===== src/rtl/l2spm_arbiter_pkg.sv =====
// Shared types and window constants for the L2 scratchpad access path.
// The window constants and the request payload mirror the ariane_soc SoC
// definitions (NrSlaves, L2SPMBase, L2SPMLength) so that the crossbar
// L2SPM adapters and this arbiter agree on one payload layout.
package l2spm_arbiter_pkg;

  // Number of bus-side requesters: debug, CVA6, cluster, DMA.
  localparam int unsigned NrSlaves    = 4;

  // L2 scratchpad window in the system address map.
  localparam logic [63:0] L2SPMBase   = 64'h0000_0000_1C00_0000;
  localparam int unsigned L2SPMLength = 32'h0001_0000;

  // Bus widths used by the shared request payload.
  localparam int unsigned L2AddrWidth = 64;
  localparam int unsigned L2DataWidth = 64;
  localparam int unsigned L2BeWidth   = L2DataWidth / 8;

  // Request payload presented by each crossbar adapter.
  typedef struct packed {
    logic [L2AddrWidth-1:0] addr;
    logic                   we;
    logic [L2BeWidth-1:0]   be;
    logic [L2DataWidth-1:0] wdata;
  } l2spm_req_t;

endpackage : l2spm_arbiter_pkg


===== src/rtl/l2spm_rr_arbiter.sv =====
// Round-robin arbiter: one-hot grant among NumReq requesters, search starts
// at a rotating pointer that moves just past the most recent winner.
//
// Ports:
//   clk_i    clock
//   rst_i    synchronous active-high reset (pointer back to 0)
//   en_i     grant enable; when low no grant is issued and the pointer holds
//   req_i    request per requester
//   gnt_o    one-hot grant (combinational)
//   idx_o    index of the winner (meaningful when valid_o is high)
//   valid_o  a grant is issued this cycle
module l2spm_rr_arbiter #(
  parameter  int unsigned NumReq   = 4,
  localparam int unsigned IdxWidth = (NumReq > 1) ? $clog2(NumReq) : 1
) (
  input  logic                clk_i,
  input  logic                rst_i,
  input  logic                en_i,
  input  logic [NumReq-1:0]   req_i,
  output logic [NumReq-1:0]   gnt_o,
  output logic [IdxWidth-1:0] idx_o,
  output logic                valid_o
);

  logic [IdxWidth-1:0] ptr_q;
  logic [IdxWidth-1:0] win_idx;
  logic                found;

  // Lowest-distance eligible requester measured from the pointer.
  always_comb begin : search
    found   = 1'b0;
    win_idx = '0;
    for (int unsigned d = 0; d < NumReq; d++) begin
      if (!found && req_i[IdxWidth'((32'(ptr_q) + d) % NumReq)]) begin
        found   = 1'b1;
        win_idx = IdxWidth'((32'(ptr_q) + d) % NumReq);
      end
    end
  end

  // Grant outputs are qualified by the enable.
  always_comb begin : grant
    gnt_o   = '0;
    idx_o   = win_idx;
    valid_o = en_i && found;
    if (en_i && found) begin
      gnt_o[win_idx] = 1'b1;
    end
  end

  // Pointer moves to the requester after the winner, wrapping at NumReq.
  always_ff @(posedge clk_i) begin : ptr_reg
    if (rst_i) begin
      ptr_q <= '0;
    end else if (valid_o) begin
      ptr_q <= (win_idx == IdxWidth'(NumReq - 1)) ? '0 : win_idx + 1'b1;
    end
  end

endmodule : l2spm_rr_arbiter


===== src/rtl/l2spm_arbiter.sv =====
// Shares the single-port L2 scratchpad SRAM among NumReq requesters with
// round-robin arbitration, one access per cycle. The winner's address is
// checked against the L2SPM window: in-window accesses go to the SRAM,
// out-of-window accesses are granted but answered with an error. Every
// grant gets exactly one response one cycle later on the winner's lane.
//
// Ports:
//   clk_i, rst_i     clock, synchronous active-high reset
//   req_i            request valid per requester
//   addr_i           byte address per requester
//   we_i, be_i       write enable and byte enables per requester
//   wdata_i          write data per requester
//   gnt_o            one-hot grant, same cycle as the accepted request
//   rvalid_o         response valid per requester (reads and writes)
//   err_o            address error, qualified by rvalid_o
//   rdata_o          read data, qualified by rvalid_o; unused lanes are 0
//   mem_req_o        SRAM access strobe
//   mem_gnt_i        SRAM ready; low while the macro is busy
//   mem_we_o, mem_be_o, mem_wdata_o, mem_addr_o   SRAM access payload
//   mem_rdata_i      SRAM read data, valid the cycle after an accepted read
module l2spm_arbiter
  import l2spm_arbiter_pkg::*;
#(
  parameter  int unsigned           NumReq       = NrSlaves,
  parameter  int unsigned           AddrWidth    = L2AddrWidth,
  parameter  int unsigned           DataWidth    = L2DataWidth,
  parameter  logic [AddrWidth-1:0]  BaseAddr     = AddrWidth'(L2SPMBase),
  parameter  int unsigned           Length       = L2SPMLength,
  localparam int unsigned           BeWidth      = DataWidth / 8,
  localparam int unsigned           MemAddrWidth = $clog2(Length / BeWidth)
) (
  input  logic                               clk_i,
  input  logic                               rst_i,
  input  logic [NumReq-1:0]                  req_i,
  input  logic [NumReq-1:0][AddrWidth-1:0]   addr_i,
  input  logic [NumReq-1:0]                  we_i,
  input  logic [NumReq-1:0][BeWidth-1:0]     be_i,
  input  logic [NumReq-1:0][DataWidth-1:0]   wdata_i,
  output logic [NumReq-1:0]                  gnt_o,
  output logic [NumReq-1:0]                  rvalid_o,
  output logic [NumReq-1:0]                  err_o,
  output logic [NumReq-1:0][DataWidth-1:0]   rdata_o,
  output logic                               mem_req_o,
  input  logic                               mem_gnt_i,
  output logic                               mem_we_o,
  output logic [BeWidth-1:0]                 mem_be_o,
  output logic [DataWidth-1:0]               mem_wdata_o,
  output logic [MemAddrWidth-1:0]            mem_addr_o,
  input  logic [DataWidth-1:0]               mem_rdata_i
);

  localparam int unsigned IdxWidth = (NumReq > 1) ? $clog2(NumReq) : 1;
  localparam int unsigned OffWidth = $clog2(BeWidth);

  // One past the last window byte, one bit wider so the compare never wraps.
  localparam logic [AddrWidth:0] WinEnd = {1'b0, BaseAddr} + (AddrWidth + 1)'(Length);

  logic                arb_en;
  logic                arb_valid;
  logic [NumReq-1:0]   arb_gnt;
  logic [IdxWidth-1:0] arb_idx;

  l2spm_req_t          win_req;
  logic [AddrWidth-1:0] win_addr;
  logic [AddrWidth-1:0] win_off;
  logic                in_range;
  logic                mem_access;

  logic                resp_valid_q;
  logic [IdxWidth-1:0] resp_idx_q;
  logic                resp_err_q;
  logic                resp_read_q;

  // No grants while the SRAM is busy or the block is in reset.
  assign arb_en = mem_gnt_i & ~rst_i;

  l2spm_rr_arbiter #(
    .NumReq (NumReq)
  ) u_rr_arbiter (
    .clk_i   (clk_i),
    .rst_i   (rst_i),
    .en_i    (arb_en),
    .req_i   (req_i),
    .gnt_o   (arb_gnt),
    .idx_o   (arb_idx),
    .valid_o (arb_valid)
  );

  assign gnt_o = arb_gnt;

  // Winner payload.
  always_comb begin : payload_sel
    win_req.addr  = L2AddrWidth'(addr_i[arb_idx]);
    win_req.we    = we_i[arb_idx];
    win_req.be    = L2BeWidth'(be_i[arb_idx]);
    win_req.wdata = L2DataWidth'(wdata_i[arb_idx]);
  end

  // Window check on the full address width.
  always_comb begin : range_check
    win_addr   = AddrWidth'(win_req.addr);
    win_off    = win_addr - BaseAddr;
    in_range   = (win_addr >= BaseAddr) && ({1'b0, win_addr} < WinEnd);
    mem_access = arb_valid && in_range;
  end

  // SRAM port; all zero unless an in-window access is granted.
  always_comb begin : mem_port
    mem_req_o   = 1'b0;
    mem_we_o    = 1'b0;
    mem_be_o    = '0;
    mem_wdata_o = '0;
    mem_addr_o  = '0;
    if (mem_access) begin
      mem_req_o   = 1'b1;
      mem_we_o    = win_req.we;
      mem_be_o    = BeWidth'(win_req.be);
      mem_wdata_o = DataWidth'(win_req.wdata);
      mem_addr_o  = MemAddrWidth'(win_off >> OffWidth);
    end
  end

  // Response stage: remembers who was granted and how to answer them.
  always_ff @(posedge clk_i) begin : resp_reg
    if (rst_i) begin
      resp_valid_q <= 1'b0;
      resp_idx_q   <= '0;
      resp_err_q   <= 1'b0;
      resp_read_q  <= 1'b0;
    end else begin
      resp_valid_q <= arb_valid;
      if (arb_valid) begin
        resp_idx_q  <= arb_idx;
        resp_err_q  <= ~in_range;
        resp_read_q <= in_range & ~win_req.we;
      end
    end
  end

  // Response demux. Gated by rst_i so a response pending when reset
  // asserts never reaches the requester.
  always_comb begin : resp_out
    rvalid_o = '0;
    err_o    = '0;
    rdata_o  = '0;
    if (resp_valid_q && !rst_i) begin
      rvalid_o[resp_idx_q] = 1'b1;
      err_o[resp_idx_q]    = resp_err_q;
      if (resp_read_q) begin
        rdata_o[resp_idx_q] = mem_rdata_i;
      end
    end
  end

  // Structural sanity checks.
  a_gnt_onehot : assert property (@(posedge clk_i) $onehot0(gnt_o));
  a_rvalid_onehot : assert property (@(posedge clk_i) $onehot0(rvalid_o));
  a_no_gnt_busy : assert property (@(posedge clk_i) !mem_gnt_i |-> (gnt_o == '0));

endmodule : l2spm_arbiter


===== config.mk =====
export PLATFORM = sky130hd
export DESIGN_NAME = l2spm_arbiter
export DESIGN_NICKNAME = d
export VERILOG_FILES = /design/src/rtl/l2spm_arbiter_pkg.sv /design/src/rtl/l2spm_rr_arbiter.sv /design/src/rtl/l2spm_arbiter.sv
export SDC_FILE = /design/constraint.sdc
export NUM_CORES = 1
export LEC_CHECK = 0
export ABC_AREA = 1
export BUFFER_PORTS_ARGS = -buffer_cell sky130_fd_sc_hd__buf_2
export CAP_MARGIN = 40
export CORE_AREA = 2 2 381 383
export CTS_BUF_LIST = sky130_fd_sc_hd__clkbuf_2
export DETAILED_ROUTE_END_ITERATION = 10
export DIE_AREA = 0 0 383 385
export SYNTH_ARGS = -nofsm -noshare
export SYNTH_HDL_FRONTEND = slang
export SYNTH_SLANG_ARGS = --single-unit

===== constraint.sdc =====
create_clock -name clk_i -period 3 [get_ports clk_i]
set_input_delay 0.45 -clock clk_i [delete_from_list [all_inputs] [get_ports clk_i]]
set_output_delay 0.45 -clock clk_i [all_outputs]
set_load 0.005 [all_outputs]

==> flow_summary_export.csv, run 1 <==
group,metric,value,unit
status,outcome,"finished with violations",
status,violations,"negative setup slack",
synthesis,synth-xor-area-share,0,%
synthesis,syn_area,6110,um^2
timing,hold_viol,0,
floorplan,dieArea,147000,um^2
setup_path,path_depth,14,
setup_path,cp.arrival,2.78,ns
grt,grt_use_total,11.8,%
setup_path,reg2reg_to,"resp_read_q",
power,intPower,5.89,mW
drt,via_count,13100,
cts,cts_max_level,1,
synthesis,synthMuxAreaShare,0,%
setup_path,crit_slowest_cell,"o211ai_1",
synthesis,synth_fp_nets,1842,
setup_path,crit_chain,"buf_12, nand2_4, nand2_4, nand2_4, nand2_4, nor2_8, nand3_4, nand3_4, buf_12, inv_16, buf_12, o211ai_1, a21boi_1, buf_4",
power,powerDensity,870,nW/um^2
drt,avgViaCountPerCell,3.15,
timing,timing.final.ws_setup,-0.226,ns
setup_path,reg2reg_depth,19,
floorplan,start_util,4.27,%
floorplan,die_h,385,um
setup_path,setup.worst_path.class,"reg -> out",
synthesis,yosys_warnings,0,
grt,antenna_found_initial,105,
timing,fin_worst_skew,0.0203,ns
power,swShare,57.1,%
placed_design,post_dp_cell_area,13800,um^2
drt,wl_per_cell,22.9,um
layout,nFillCells,16900,
synthesis,synth_simple_gate_area_share,56.6,%
timing,setup_violations,82,
setup_path,cp-end-kind,"output port",
drt,wirelength,95000,um
cts,clk_path_buf_depth,2,
setup_path,cp_slowest_stage_delay,0.53,ns
grt,grt_overflow_total,0,
synthesis,synthFlopType,"dfxtp_1",
layout,final_cells,4150,
setup_path,cp_max_fo,43,
power,seq_power_share,1.3,%
synthesis,synth_edf_count,0,
power,p_clk_share,0.5,%
drt,drt.antenna.violating_nets,0,
timing,worst_pin_slew,0.726,ns
setup_path,crit_family,"buffers and inverters",
setup_path,startpoint_type,"flip-flop",
setup_path,crit_path_end,"mem_wdata_o[8]",
setup_path,crit_start,"u_rr_arbiter.ptr_q[0]",
cts,clk_pin_slew_worst_paths,0.10,ns
cts,clock_latency,0.25,ns
setup_path,reg2reg_slack,0.58,ns
setup_path,cp_common_cell,"nand2_4",
drt,first_iter_violations,824,
drt,drc,0,
floorplan,ioPinCount,974,
placed_design,gpl.final_weighted_congestion,0.876,
power,power.switching,7.85,mW
timing,max_freq,310,MHz
cts,cts_tree,"done",
timing,fin_crit,3.23,ns
power,power_frac_comb,98.2,%
placed_design,dp_hpwl,79700,um
power,p_leak,7.17,nW
synthesis,ys_types,37,
setup_path,worst-path-buf-inv,5,
floorplan,num_rows,139,
layout,fin_nets,2837,
flow_run,drv_cap,0,
drt,first_pass_iters,6,
timing,tns,-9.07,ns
cts,clkSinkCount,7,
placed_design,io_buffers,961,
synthesis,seq_area_frac_synth,2.29,%
cts,cts_root_buffer,"clkbuf_2",
cts,hold_buffers,0,
power,irDropWorstVdd,0.526,mV
floorplan,die_x,383,um
grt,grt_pass1_vias,11700,
grt,grt_max_degree,51,
layout,final_core_util,11.0,%
synthesis,synth_top_family_by_area,"simple AND/OR/NAND/NOR gates",
setup_path,crit-reg2reg-launch,"u_rr_arbiter.ptr_q[0]",
synthesis,async_flop_share,0,%
layout,final_layout_size_suffix_gt1_share,59.5,%
cts,cts_buffers,3,
placed_design,placed_cells,4074,
layout,area_delta_synth_final,159,%
synthesis,synth-seq-cells,7,
setup_path,cp.required,2.55,ns
synthesis,synthCells,1219,
timing,fin_crit_sh,108,%
hold_path,hold_class,"in -> reg",
timing,relSlewSlack,51.5,%
floorplan,core_area,143000,um^2
timing,slew_viol_final,0,
synthesis,synth-compound-area-share,29.7,%
timing,rsz0062_at_grt,"yes",
synthesis,synth.avg_cell_area,5.01,um^2
grt,grt_pass1_wl,114000,um
layout,stdcell_area,15800,um^2
synthesis,synth-adder-area-share,0.820,%
-- what timing repair did --
item	CTS	global route
gates resized for setup	263	96
gates cloned	14	4
setup buffers	22	4
setup endpoints to repair	90	91
pin swaps	24	17
-- Yosys cell counts (12+ instances only) --
| cell type | number | area (um^2) |
|---|---|---|
| buf_4 | 12 | 90.1 |
| or2_2 | 74 | 463 |
| clkbuf_1 | 34 | 128 |
| a21boi_0 | 14 | 105 |
| o211ai_1 | 85 | 638 |
| nand4_1 | 16 | 100 |
| nand2_1 | 138 | 518 |
| o21ai_0 | 84 | 420 |
| nor2_1 | 532 | 2000 |
| inv_1 | 26 | 97.6 |
| a21boi_1 | 54 | 405 |
| buf_2 | 35 | 175 |
| a21boi_2 | 17 | 191 |
-- routing by layer --
layer | part of all wire, % | wire (um) | global-route usage (%)
met1 | 33 | 31000 | 11.5
met2 | 52 | 49300 | 22.1
met3 | 11 | 10700 | 5.50
met5 | 0.39 | 369 | 0
met4 | 3.8 | 3660 | 3.38
-- registers in the layout, indices dropped and copies added, names as in the netlist --
register	count
resp_err_q	1
resp_idx_q	2
resp_read_q	1
resp_valid_q	1
u_rr_arbiter.ptr_q	2
-- area by class of cell --
type	instances	area, um^2	share of cell area, %
Sequential cell	7	149	0.943
Tap cell	1903	2380	15.1
Clock inverter	1	5.00	0.0317
Inverter	32	139	0.880
Multi-Input combinational cell	1078	6060	38.4
Clock buffer	3	15.0	0.0951
Timing Repair Buffer	1092	6960	44.1
Antenna cell	34	85.1	0.539
-- worst min-delay path by stage --
stage                             start       endpoint  slack, ns  depth (start not counted)
final                             rst_i    resp_read_q       0.46                          2
after global routing              rst_i    resp_read_q       0.44                          2
after CTS                         rst_i    resp_read_q       0.44                          2
after detailed placement  resp_idx_q[0]  resp_idx_q[0]       0.51                          2
after global placement    resp_idx_q[0]  resp_idx_q[0]       0.50                          2
after floorplan           resp_idx_q[0]  resp_idx_q[0]       0.48                          2
-- through the flow --
| step | hold slack [ns] | power [mW] | setup WS (ns) |
|---|---|---|---|
| after floorplan | 0.483 | 5.30 | 0.734 |
| after global placement | 0.503 | 10.1 | -0.338 |
| after detailed placement | 0.509 | 10.1 | -0.305 |
| after CTS | 0.435 | 13.2 | -0.238 |
| after global routing | 0.439 | 14.8 | -0.323 |
| final | 0.457 | 13.7 | -0.226 |
-- cells by family after synthesis --
group                    after synthesis
flip-flops                             7
buffers and inverters                134
AO/OA/AOI/OAI                        262
AND/OR/NAND/NOR                      812
adder cells (fa/ha/maj)                4
-- placed cells by master (no fill, tap or decap), types with 25 or more instances in the layout --
cell type / instances
a21boi_2: 36
a21boi_4: 37
buf_12: 27
buf_2: 899
buf_4: 79
buf_6: 63
diode_2: 34
inv_1: 25
nand2_1: 115
nor2_1: 524
o211ai_1: 85
o21ai_0: 46
o21ai_1: 33
or2_2: 73
-- power by group through the flow --
| stage | Combinational [mW] | Sequential [mW] | Clock, mW |
|---|---|---|---|
| 4_1_cts | 13.0 | 0.184 | 0.0749 |
| 2_1_floorplan | 5.17 | 0.133 | 0 |
| 5_1_grt | 14.6 | 0.183 | 0.0803 |
| 6_report | 13.5 | 0.179 | 0.0719 |
| 3_3_place_gp | 9.94 | 0.160 | 0 |
| 3_5_place_dp | 9.99 | 0.160 | 0 |
Note: power is estimated with default switching activity, not from simulation.
==> run 2, diff against run 1 <==
clock period = 3.8 ns   (was 3 ns; I/O delays follow)
==> run 2 against run 1 <==
Net effect: the run now ends clean; non-clock buffer count is 75 lower; worst hold slack better by 0.091 ns; largest cell class unchanged; via count is 2.9% lower; highest routed layer unchanged.
==> flow_summary_export.csv, run 2 (synthesis results as in run 1) <==
group,metric,value,unit
cts,clock_latency,0.23,ns
layout,area_delta_synth_final,121,%
cts,clkSinkCount,7,
timing,max_freq,278,MHz
power,irDropWorstVdd,0.502,mV
flow_run,drv_cap,0,
power,intPower,2.60,mW
grt,grt_overflow_total,0,
setup_path,cp_max_fo,33,
floorplan,die_h,385,um
power,p_leak,6.41,nW
layout,final_common_cell,"buf_2",
timing,fin_crit_sh,94.5,%
timing,whs,0.548,ns
floorplan,die_x,383,um
placed_design,dp_hpwl,79100,um
placed_design,io_buffers,961,
grt,grt_pass1_vias,11100,
floorplan,core_area,143000,um^2
floorplan,num_rows,139,
layout,stdcell_area,13500,um^2
setup_path,startpoint_type,"input port",
timing,relSlewSlack,47.7,%
timing,worst_pin_slew,0.776,ns
layout,nFillCells,17000,
cts,post_cts_buffers,0,
cts,clk_pin_slew_worst_paths,0.08,ns
cts,clk_path_buf_depth,2,
setup_path,reg2reg_slack,1.27,ns
timing,tns,0,ns
timing,hold_viol,0,
status,outcome,"complete, no violations",
cts,cts_max_level,1,
drt,avgViaCountPerCell,3.13,
hold_path,hold_class,"reg -> reg",
layout,final_cells,4065,
grt,grt_use_total,10.9,%
cts,cts_root_buffer,"clkbuf_2",
drt,first_iter_violations,898,
power,p_clk_share,0.8,%
timing,timing.final.ws_setup,0.207,ns
drt,drc,0,
grt,antenna_found_initial,109,
timing,fin_crit,3.59,ns
placed_design,post-place-ws,0.235,ns
placed_design,gpl.final_weighted_congestion,0.868,
cts,cts_tree,"done",
power,power.switching,4.55,mW
power,seq_power_share,1.7,%
drt,drt.antenna.violating_nets,0,
floorplan,dieArea,147000,um^2
floorplan,ioPinCount,974,
setup_path,cp.required,3.23,ns
placed_design,placed_cells,4037,
power,swShare,63.6,%
setup_path,worst-path-buf-inv,4,
drt,via_count,12700,
power,powerDensity,529,nW/um^2
setup_path,cp_slowest_stage_delay,0.40,ns
grt,grt_max_degree,64,
layout,final_layout_size_suffix_gt1_share,53.6,%
drt,wirelength,87000,um
layout,fin_nets,2762,
layout,final_cell_mix,"buf_2 (961), nor2_1 (532), nand2_1 (134)",
timing,slew_viol_final,0,
timing,setup_violations,0,
drt,first_pass_iters,8,
floorplan,start_util,4.27,%
setup_path,setup.worst_path.class,"in -> out",
power,power_frac_comb,97.5,%
setup_path,crit_slowest_cell,"nor2_1",
cts,cts_buffers,3,
placed_design,post_dp_cell_area,13400,um^2
setup_path,crit_chain,"buf_2, nor2_1, nand4_1, nor2_1, nand3_1, nand2_1, nand3_2, nand2_4, buf_12, a21boi_1, buf_4, buf_2",
grt,grt_pass1_wl,106000,um
timing,fin_worst_skew,0.00173,ns
setup_path,cp.arrival,3.02,ns
drt,wl_per_cell,21.4,um
setup_path,cp-end-kind,"output port",
setup_path,crit_family,"simple AND/OR/NAND/NOR gates",
layout,reg.largest.list,"resp_idx_q x2, u_rr_arbiter.ptr_q x2",
## run 2: cell count changes in the layout (fill, tap and decap cells not counted), sizes merged
cell / previous run / this run
clkinv: 1 / 0
bufbuf: 3 / 0
buf: 1086 / 1017
diode: 34 / 24
clkbuf: 6 / 4
## run 2: metrics by stage
stage	util [%]	power, mW
3_3_place_gp	9.34	7.14
4_1_cts	9.38	7.32
2_1_floorplan	-	4.19
3_5_place_dp	9.36	7.24
5_1_grt	9.41	7.91
6_report	9.43	7.14
## run 2: timing repair
| action | CTS | global route |
|---|---|---|
| hold buffers | 0 | 0 |
| resized for setup | 0 | 3 |
| setup endpoints to repair | 0 | 3 |
## run 2: metal layers
layer / vias up / wire (um) / global-route usage, %
met1: 5775 / 27600 / 10.5
met2: 844 / 45100 / 20.6
met3: 220 / 10700 / 5.22
li1: 5822 / - / -
met5: - / 321 / 0
met4: 50 / 3330 / 2.68
## run 2: power groups by stage
stage                     clock network, mW  logic [mW]  registers (mW)
after detailed placement                  0        7.11           0.126
final                                0.0571        6.96           0.123
after CTS                            0.0588        7.14           0.125
after global placement                    0        7.01           0.125
after floorplan                           0        4.08           0.105
after global routing                 0.0624        7.72           0.127
## run 2: worst paths after layout
kind / from / end / cells after the start
hold / removal: resp_idx_q[0] / resp_idx_q[0] / 2
setup / recovery: addr_i[174] / mem_wdata_o[1] / 12
setup reg to reg: u_rr_arbiter.ptr_q[0] / resp_read_q / 15
hold reg to reg: resp_idx_q[0] / resp_idx_q[0] / 2
## run 2: final cells by class
type                            instances  area, um^2  share of cell area, %
Inverter                               32         128                  0.946
Timing Repair Buffer                 1017        5410                   40.1
Antenna cell                           24        60.1                  0.445
Multi-Input combinational cell       1078        5360                   39.7
Tap cell                             1903        2380                   17.6
Clock buffer                            4        20.0                  0.148
Sequential cell                         7         141                   1.05
## run 2: tightest hold or removal path, cell delays in order (launching register included)
cell and delay (ns):
dfxtp_1 0.33, inv_1 0.10, a211oi_1 0.08
